--- config.mk ---
export PLATFORM = sky130hd
export DESIGN_NAME = pc_sequencer
export DESIGN_NICKNAME = d
export VERILOG_FILES = /design/src/rtl/pc_sequencer.sv
export SDC_FILE = /design/constraint.sdc
export NUM_CORES = 1
export LEC_CHECK = 0
export ABC_AREA = 0
export CORE_MARGIN = 8
export CORE_UTILIZATION = 42
export CTS_CLUSTER_DIAMETER = 40
export CTS_CLUSTER_SIZE = 30
export DETAILED_ROUTE_END_ITERATION = 7
export GPL_TIMING_DRIVEN = 0
export PLACE_DENSITY = 0.8
export SYNTH_ARGS = -nofsm -noshare
export SYNTH_HDL_FRONTEND = slang
export SYNTH_SLANG_ARGS = --single-unit
--- constraint.sdc ---
create_clock -name clk -period 3.1 [get_ports clk]
set_input_delay 0.31 -clock clk [delete_from_list [all_inputs] [get_ports clk]]
set_output_delay 0.31 -clock clk [all_outputs]
set_load 0.03 [all_outputs]
--- src/rtl/pc_sequencer.sv ---
// pc_sequencer: multi-cycle RV32I sequencer owning the PC, fetch/data handshakes, retire count and traps
module pc_sequencer #(
    parameter logic [31:0] RESET_PC = 32'h0000_0000,
    parameter int          TIMEOUT  = 255
) (
    input  logic        clk,
    input  logic        rst,
    output logic        imem_req,
    output logic [31:0] imem_addr,
    input  logic        imem_ready,
    input  logic [31:0] imem_rdata,
    output logic [31:0] instr,
    output logic [31:0] pc,
    input  logic [31:0] dnpc,
    input  logic        is_mem,
    input  logic        halt,
    output logic        dmem_req,
    input  logic        dmem_ready,
    output logic        wb_en,
    output logic        retire,
    output logic [31:0] instret,
    output logic [2:0]  state,
    output logic [1:0]  cause
);
    typedef enum logic [2:0] {
        FETCH = 3'd0,
        EXEC  = 3'd1,
        MEM   = 3'd2,
        WB    = 3'd3,
        HALT  = 3'd4,
        TRAP  = 3'd5
    } state_t;
    localparam int CW = (TIMEOUT < 2) ? 1 : $clog2(TIMEOUT + 1);
    localparam logic [CW-1:0] CNT_MAX  = CW'(TIMEOUT);
    localparam logic [CW-1:0] CNT_LAST = (TIMEOUT == 0) ? '0 : CW'(TIMEOUT - 1);
    state_t        state_q, state_d;
    logic [31:0]   pc_q, pc_d;
    logic [31:0]   instr_q, instr_d;
    logic [31:0]   instret_q, instret_d;
    logic [1:0]    cause_q, cause_d;
    logic [CW-1:0] cnt_q, cnt_d;
    logic          ready;
    logic          expired;
    logic          commit;
    assign ready   = (state_q == FETCH) ? imem_ready : dmem_ready;
    assign expired = (TIMEOUT != 0) && (cnt_q == CNT_LAST);
    assign commit  = (state_q == WB) && (dnpc[1:0] == 2'b00);
    // Counter is zero on every entry to FETCH/MEM because all other states drive it to zero.
    always_comb begin
        state_d   = state_q;
        pc_d      = pc_q;
        instr_d   = instr_q;
        instret_d = instret_q;
        cause_d   = cause_q;
        cnt_d     = '0;
        case (state_q)
            FETCH, MEM: begin
                if (ready) begin
                    state_d = (state_q == FETCH) ? EXEC : WB;
                    instr_d = (state_q == FETCH) ? imem_rdata : instr_q;
                end else if (expired) begin
                    state_d = TRAP;
                    cause_d = (state_q == FETCH) ? 2'd2 : 2'd3;
                end else begin
                    cnt_d = (cnt_q == CNT_MAX) ? cnt_q : cnt_q + 1'b1;
                end
            end
            EXEC: state_d = halt ? HALT : (is_mem ? MEM : WB);
            WB: begin
                state_d   = commit ? FETCH : TRAP;
                cause_d   = commit ? cause_q : 2'd1;
                pc_d      = commit ? dnpc : pc_q;
                instret_d = commit ? instret_q + 32'd1 : instret_q;
            end
            default: ;
        endcase
    end
    always_ff @(posedge clk) begin
        if (rst) begin
            state_q   <= FETCH;
            pc_q      <= RESET_PC;
            instr_q   <= '0;
            instret_q <= '0;
            cause_q   <= '0;
            cnt_q     <= '0;
        end else begin
            state_q   <= state_d;
            pc_q      <= pc_d;
            instr_q   <= instr_d;
            instret_q <= instret_d;
            cause_q   <= cause_d;
            cnt_q     <= cnt_d;
        end
    end
    assign imem_req  = (state_q == FETCH);
    assign imem_addr = pc_q;
    assign dmem_req  = (state_q == MEM);
    assign wb_en     = commit;
    assign retire    = commit;
    assign instr     = instr_q;
    assign pc        = pc_q;
    assign instret   = instret_q;
    assign state     = state_q;
    assign cause     = cause_q;
endmodule
==> results.md <==
* Final number of setup-violating endpoints at 0
* Non-filler instance count after layout at 932
* Area of the core region at 10800 sq um
* CTS H-tree depth at 3
* Width of the die at 121 um
* Share of the clock period used by the worst path at 0.904
* TritonCTS clock tree: yes
* Post-route standard cell area excluding fillers at 7080 sq um
* Max Slew Vio Count at 0
* Max Fclk at 357 MHz
* Cell taking the most area after synthesis: sky130_fd_sc_hd__dfxtp_1
* Worst Hold Slack at ~0.46 ns
* Vias in the first global route at roughly 4.6k
* Number of antenna violations at the first check in global routing at 0
* TritonCTS buffer count at 9
* Clock share of power at 0.318
* Post-detailed-placement half-perimeter wirelength at 11800 um
* Growth of design area from synthesis to finish at 52.1%
* Max-slew headroom at 0.595
* Cell at the root of the clock tree: sky130_fd_sc_hd__clkbuf_8
* Number of DRC violations after detailed-routing iteration 0 at 307
* Final Hold Viols at 0
* Dpl cells at 920
* Clock input transition at the sequential cells of the worst setup and hold paths at roughly 0.090 ns
* Number of input and output port buffers inserted at 206
* Minimum period implied by the final worst setup slack at 2.80 ns
* Capturing element type of the critical path: output pin
* Max-cap violations at 0
* Cells taking the most area after synthesis: sky130_fd_sc_hd__dfxtp_1, sky130_fd_sc_hd__nand2_1, sky130_fd_sc_hd__a21oi_1
* DRT Wirelength at 14900 um
* Number of clock sinks at 109
* Syn Std Cell Area at 4650 sq um
* Leak pwr at around 2.5 nW
* Setup repair after global routing missed its margin: false
* Switching part of the total power at 0.248
* Pwr per Cell Area at slightly below 400 nW/um^2
* Outcome: finished clean
* Drc violations at 0
* Leading cell types by count after synthesis: sky130_fd_sc_hd__nand2_1, sky130_fd_sc_hd__dfxtp_1, sky130_fd_sc_hd__a21oi_1
* Syn Area/Cell at 8.11 sq um
* Largest net degree at the start of global routing at 19
* Net total in the final layout at 862
* Maximum buffer depth of the clock tree at 2
* Number of nets with antenna violations after routing at 0
* Arr. time, crit path at 2.49 ns
* Post-placement setup slack at 0.00297 ns
* Number of flops mapped to enable cells by yosys at 0
* Setup TNS after final layout at 0 ns
* Router iterations before antenna repair at 4
* HP Class: reg -> reg
* Sequential area share after synthesis at 0.469
* Clk_lat worst skew at approximately 0.36 ns
* Total of flip-flops plus latches after synthesis at 109
* Routability cong. at 0.873
* Flop pwr share at 0.528
* Core Rows at 38
* Fraction of power consumed by combinational cells at 0.153
* Total Die Area at about 15000 sq um
* Setup clock skew after layout at 0.00819 ns
* Area post-placement at 6890 sq um
* Wire length of the first global-routing pass at 23500 um
* VDD IR-drop max at between 200 and 300 uV
* Worst setup path category: reg -> out
* Post-route setup slack at 0.298 ns
* Count of pins on the block boundary at 207
* Count of vias placed by the detailed router at 4749
* Fraction of post-synthesis cell area in the top cell type by area at 0.469
* Critical Path Source Type: flop
* Drt via density at 5.10
* Asr flop ratio synth at 0
* Switching component of the power at 0.686 mW
* Vertical die dimension at 121 um
* All-Layer GR Usage at 0.196
* Wire per inst at 16.0 um
* Critical-path maximum fanout at 18
* Slew at the pin with the worst max-slew slack at 0.608 ns
* Initial core utilization at 0.429
* Internal power consumption at around 2.1 mW
* Total nets after synthesis at ~650
* Post-cts hold buffer count at 0
* Gate Count Post-Synth at around 570
* Antenna Diode Count at 0
* Number of different library cells in the post-synthesis netlist at 39
* Most frequently used cell type in the post-synthesis netlist: sky130_fd_sc_hd__nand2_1
* Yosys warning total at 0
* Ratio of cells with drive above 1 in the final layout at 0.0694
* Final global-route overflow total at 0
* Data required time of the worst path at 2.79 ns
* Ys flop type: sky130_fd_sc_hd__dfxtp_1
per-layer routing:
| metal | GRT usage | vias up | wire length, um |
|---|---|---|---|
| met5 | 0 | - | 0 |
| met4 | 0.0686 | 0 | 233 |
| met3 | 0.0633 | 19 | 1410 |
| met2 | 0.339 | 191 | 7240 |
| met1 | 0.223 | 2175 | 6010 |
| li1 | - | 2364 | - |
logic make-up after synthesis:
logic type | share of synthesized area
simple gates | 0.256
compound gates | 0.137
flops | 0.469
buf+inv | 0.0919
xor+xnor | 0.0245
mux | 0.0140
fa+ha+maj | 0.00807
area by class of cell:
type / instances / area [sq um]
Fill cell: 950 / 3760
Timing Repair Buffer: 206 / 2060
Sequential cell: 109 / 2180
Clock buffer: 12 / 135
Tap cell: 140 / 175
Inverter: 9 / 35.0
Multi-Input combinational cell: 390 / 2040
Clock inverter: 2 / 60.1
Buffer: 64 / 387
final timing paths:
kind,from,endpoint,slack (ns),cells past startpoint
hold reg to reg,instr[31]$_SDFFE_PP0P_,instr[31]$_SDFFE_PP0P_,0.46,2
hold / removal,instr[31]$_SDFFE_PP0P_,instr[31]$_SDFFE_PP0P_,0.46,2
setup reg to reg,state[1]$_SDFFE_PP0P_,instret[29]$_SDFFE_PP0P_,0.67,6
setup / recovery,state[2]$_SDFFE_PP0P_,wb_en,0.30,6
cell usage in the layout, fill, tap and decap left out, types with 2 or more instances in the layout:
cell,instances
sky130_fd_sc_hd__clkdlybuf4s50_1,206
sky130_fd_sc_hd__nand2_1,143
sky130_fd_sc_hd__dfxtp_1,109
sky130_fd_sc_hd__a21oi_1,90
sky130_fd_sc_hd__buf_4,35
sky130_fd_sc_hd__clkbuf_1,30
sky130_fd_sc_hd__nor2_1,20
sky130_fd_sc_hd__o31ai_1,13
sky130_fd_sc_hd__or4_1,12
sky130_fd_sc_hd__nand3_1,11
sky130_fd_sc_hd__nand4_1,11
sky130_fd_sc_hd__nor3_1,9
sky130_fd_sc_hd__or3_1,9
sky130_fd_sc_hd__clkbuf_8,9
sky130_fd_sc_hd__inv_1,8
sky130_fd_sc_hd__o21ai_0,8
sky130_fd_sc_hd__and3_1,7
sky130_fd_sc_hd__xnor2_1,7
sky130_fd_sc_hd__xor2_1,6
sky130_fd_sc_hd__nor2b_1,5
sky130_fd_sc_hd__and4_1,5
sky130_fd_sc_hd__nor4_1,5
sky130_fd_sc_hd__and2_1,4
sky130_fd_sc_hd__mux2_2,4
sky130_fd_sc_hd__nor3b_1,3
sky130_fd_sc_hd__ha_1,3
sky130_fd_sc_hd__buf_6,2
sky130_fd_sc_hd__mux2i_1,2
sky130_fd_sc_hd__nand2b_1,2
sky130_fd_sc_hd__a211oi_1,2
sky130_fd_sc_hd__bufinv_16,2
worst max-delay path: stages, from the launching register on:
cell and delay [ns]:
sky130_fd_sc_hd__dfxtp_1 0.34, sky130_fd_sc_hd__buf_6 0.14, sky130_fd_sc_hd__and3b_1 0.40, sky130_fd_sc_hd__nand2_1 0.20, sky130_fd_sc_hd__clkinv_2 0.25, sky130_fd_sc_hd__buf_4 0.15
sky130_fd_sc_hd__clkdlybuf4s50_1 0.66
registers in the layout (all words and copies together) (netlist names):
name and flops:
state 3, cnt_q 8, instret 32, imem_addr 32
instr 32, cause 2
through the flow:
step	total power [mW]	utilization
floorplan	1.70	-
global placement	1.91	0.636
detailed placement	1.92	0.636
CTS	2.80	0.654
global route	2.90	0.653
finish	2.77	0.653
what timing repair did:
action	in CTS	in global routing
endpoints found under the hold margin	0	0
buffers inserted	0	0
setup endpoints to repair	2	1
resized for setup	1	0
power groups by stage:
| stage | logic, mW | clock network [mW] | registers, mW |
|---|---|---|---|
| 5_1_grt | 0.457 | 0.975 | 1.47 |
| 2_1_floorplan | 0.133 | 0 | 1.57 |
| 3_3_place_gp | 0.418 | 0 | 1.49 |
| 3_5_place_dp | 0.425 | 0 | 1.49 |
| 6_report | 0.424 | 0.881 | 1.46 |
| 4_1_cts | 0.428 | 0.912 | 1.46 |
Power figures use the tool's default switching activity.
==> variant (config.mk and constraints unchanged) <==
`instr_q` and `instret_q` no longer have a reset.
--- a/src/rtl/pc_sequencer.sv
+++ b/src/rtl/pc_sequencer.sv
@@ -79,18 +79,19 @@
         if (rst) begin
             state_q   <= FETCH;
             pc_q      <= RESET_PC;
-            instr_q   <= '0;
-            instret_q <= '0;
             cause_q   <= '0;
             cnt_q     <= '0;
         end else begin
             state_q   <= state_d;
             pc_q      <= pc_d;
-            instr_q   <= instr_d;
-            instret_q <= instret_d;
             cause_q   <= cause_d;
             cnt_q     <= cnt_d;
         end
+    end
+
+    always_ff @(posedge clk) begin
+        instr_q   <= instr_d;
+        instret_q <= instret_d;
     end
     assign imem_req  = (state_q == FETCH);
     assign imem_addr = pc_q;
Behaviour: not the same (a bounded check fails within 4 cycles, from zero or initial values and one cycle with rst high).
==> variant against the original RTL <==
- critical path depth stayed put
- via count is 23% lower
- global-route usage is 3.2 points lower
- worst setup slack got worse by 80 ps
- area after synthesis is 0.78% lower
- first-iteration DRC count is 9.4% lower
- worst hold slack better by 20 ps
- cell area is 0.55% lower
- sequential cell count unchanged
- highest routed layer unchanged
- routed wire length down 18%
Power is not compared: it rests on default switching activity, and its combinational part moved more than twofold at a synthesized area within 25%.
==> variant: results (changes against the original RTL) <==
Synth Instances: 403 (-30%)
Met2 track demand over resource in global routing: 0.283 (-0.0556)
Vias in the first global route: 3778 (-18%)
Crit-path max cell delay: 720 ps (+60 ps)
Worst min-delay path class: input pin to flip-flop
Hold wc startpoint: dnpc[12]
Part of the Yosys area used for sequential elements: 0.611 (+0.142)
Maximum fanout encountered on the critical timing path: 43 (+25)
Maximum buffer depth of the clock tree: 2 (unchanged)
Cell count after placement: 749 (-19%)
DR WL/cell: 15.9 µm (-0.56%)
Worst setup slack before clock tree synthesis: 241 ps (+238 ps)
Number of enable-type register cells in the synthesized netlist: 64 (+64)
Clk_skew: 6.99 ps (-1.20 ps)
Most frequent cells after synthesis: sky130_fd_sc_hd__nand2_1 (73), sky130_fd_sc_hd__edfxtp_1 (64), sky130_fd_sc_hd__dfxtp_1 (45)
Distinct cell type count of the synthesized netlist: 43 (+10%)
Final weighted congestion of routability-driven global placement: 0.774 (-11%)
Final Non-Filler Cells: 765 (-18%)
Synthesized Nets: 476 (-26%)
Vias per cell: 4.78 (-6.2%)
All-Layer GR Usage: 0.164 (-0.0321)
First-pass GRT wire length: 19200 µm (-18%)
Detailed Route Iter0 Violations: 278 (-9.4%)
Global-route track usage on met1: 0.183 (-0.0401)
Net count of the finished layout: 693 (-20%)
Ranking of synthesized cells by area: sky130_fd_sc_hd__edfxtp_1 (42%), sky130_fd_sc_hd__dfxtp_1 (20%), sky130_fd_sc_hd__nand2_1 (5.9%)
Endpoint arrival time on the critical path: 2570 ps (+80 ps)
Result of the run: complete, no violations
Grt met3 use: 0.0670 (+0.00372)
Share of cells above drive strength 1: 0.109 (+0.0394)
DRC: 0 (unchanged)
Pin count of the biggest net entering global routing: 44 (+25)
## variant: path summary, 6_finish.rpt
kind / end / slack, ps / cells past startpoint
hold reg to reg: imem_addr[9]$_SDFFE_PP0P_ / 480 / 2
setup reg to reg: instr[9]$_DFFE_PP_ / 870 / 2
setup / recovery: retire / 220 / 6
hold / removal: imem_addr[12]$_SDFFE_PP0P_ / 480 / 3
## variant: cell families after synthesis
kind of cell / share of synthesized area
xor+xnor: 0.0664
buf+inv: 0.0810
flops: 0.611
fa+ha+maj: 0.00813
simple gates: 0.166
compound gates: 0.0650
mux: 0.00217
## variant: power by group
group	total (mW)	switching, mW	internal, mW
logic	1.07	0.618	0.453
clock network	0.776	0.480	0.297
registers	1.81	0.0890	1.72
## variant: per-layer routing
metal / part of all wire / vias up
met2: 0.50 / 135
met3: 0.087 / 10
li1: - / 1802
met4: 0.011 / 0
met5: 0 / -
met1: 0.40 / 1708
## variant: per-stage QoR
step / utilization / instance area [µm²]
2_1_floorplan: - / 4620
3_3_place_gp: 0.635 / 6860
3_5_place_dp: 0.635 / 6860
4_1_cts: 0.652 / 7030
5_1_grt: 0.652 / 7040
6_report: 0.652 / 7040
## variant: repair_timing
item | 4_1_cts | 5_1_grt
hold buffers | 0 | 0
endpoints found under the hold margin | 0 | 0
pin swaps | 0 | 0
resized for setup | 2 | 2
endpoints found under the setup margin | 2 | 2
## variant: area by class of cell
cell class / instances / area, µm²
Buffer: 47 / 348
Clock buffer: 9 / 124
Clock inverter: 7 / 50.0
Fill cell: 863 / 3750
Inverter: 9 / 35.0
Multi-Input combinational cell: 238 / 1420
Sequential cell: 109 / 2820
Tap cell: 140 / 175
Timing Repair Buffer: 206 / 2060
## variant: worst max-delay path: cells and delay by family (launching register included)
kind	cells	cell delay, ps
buf+inv	4	1220
flops	1	420
simple gates	2	540
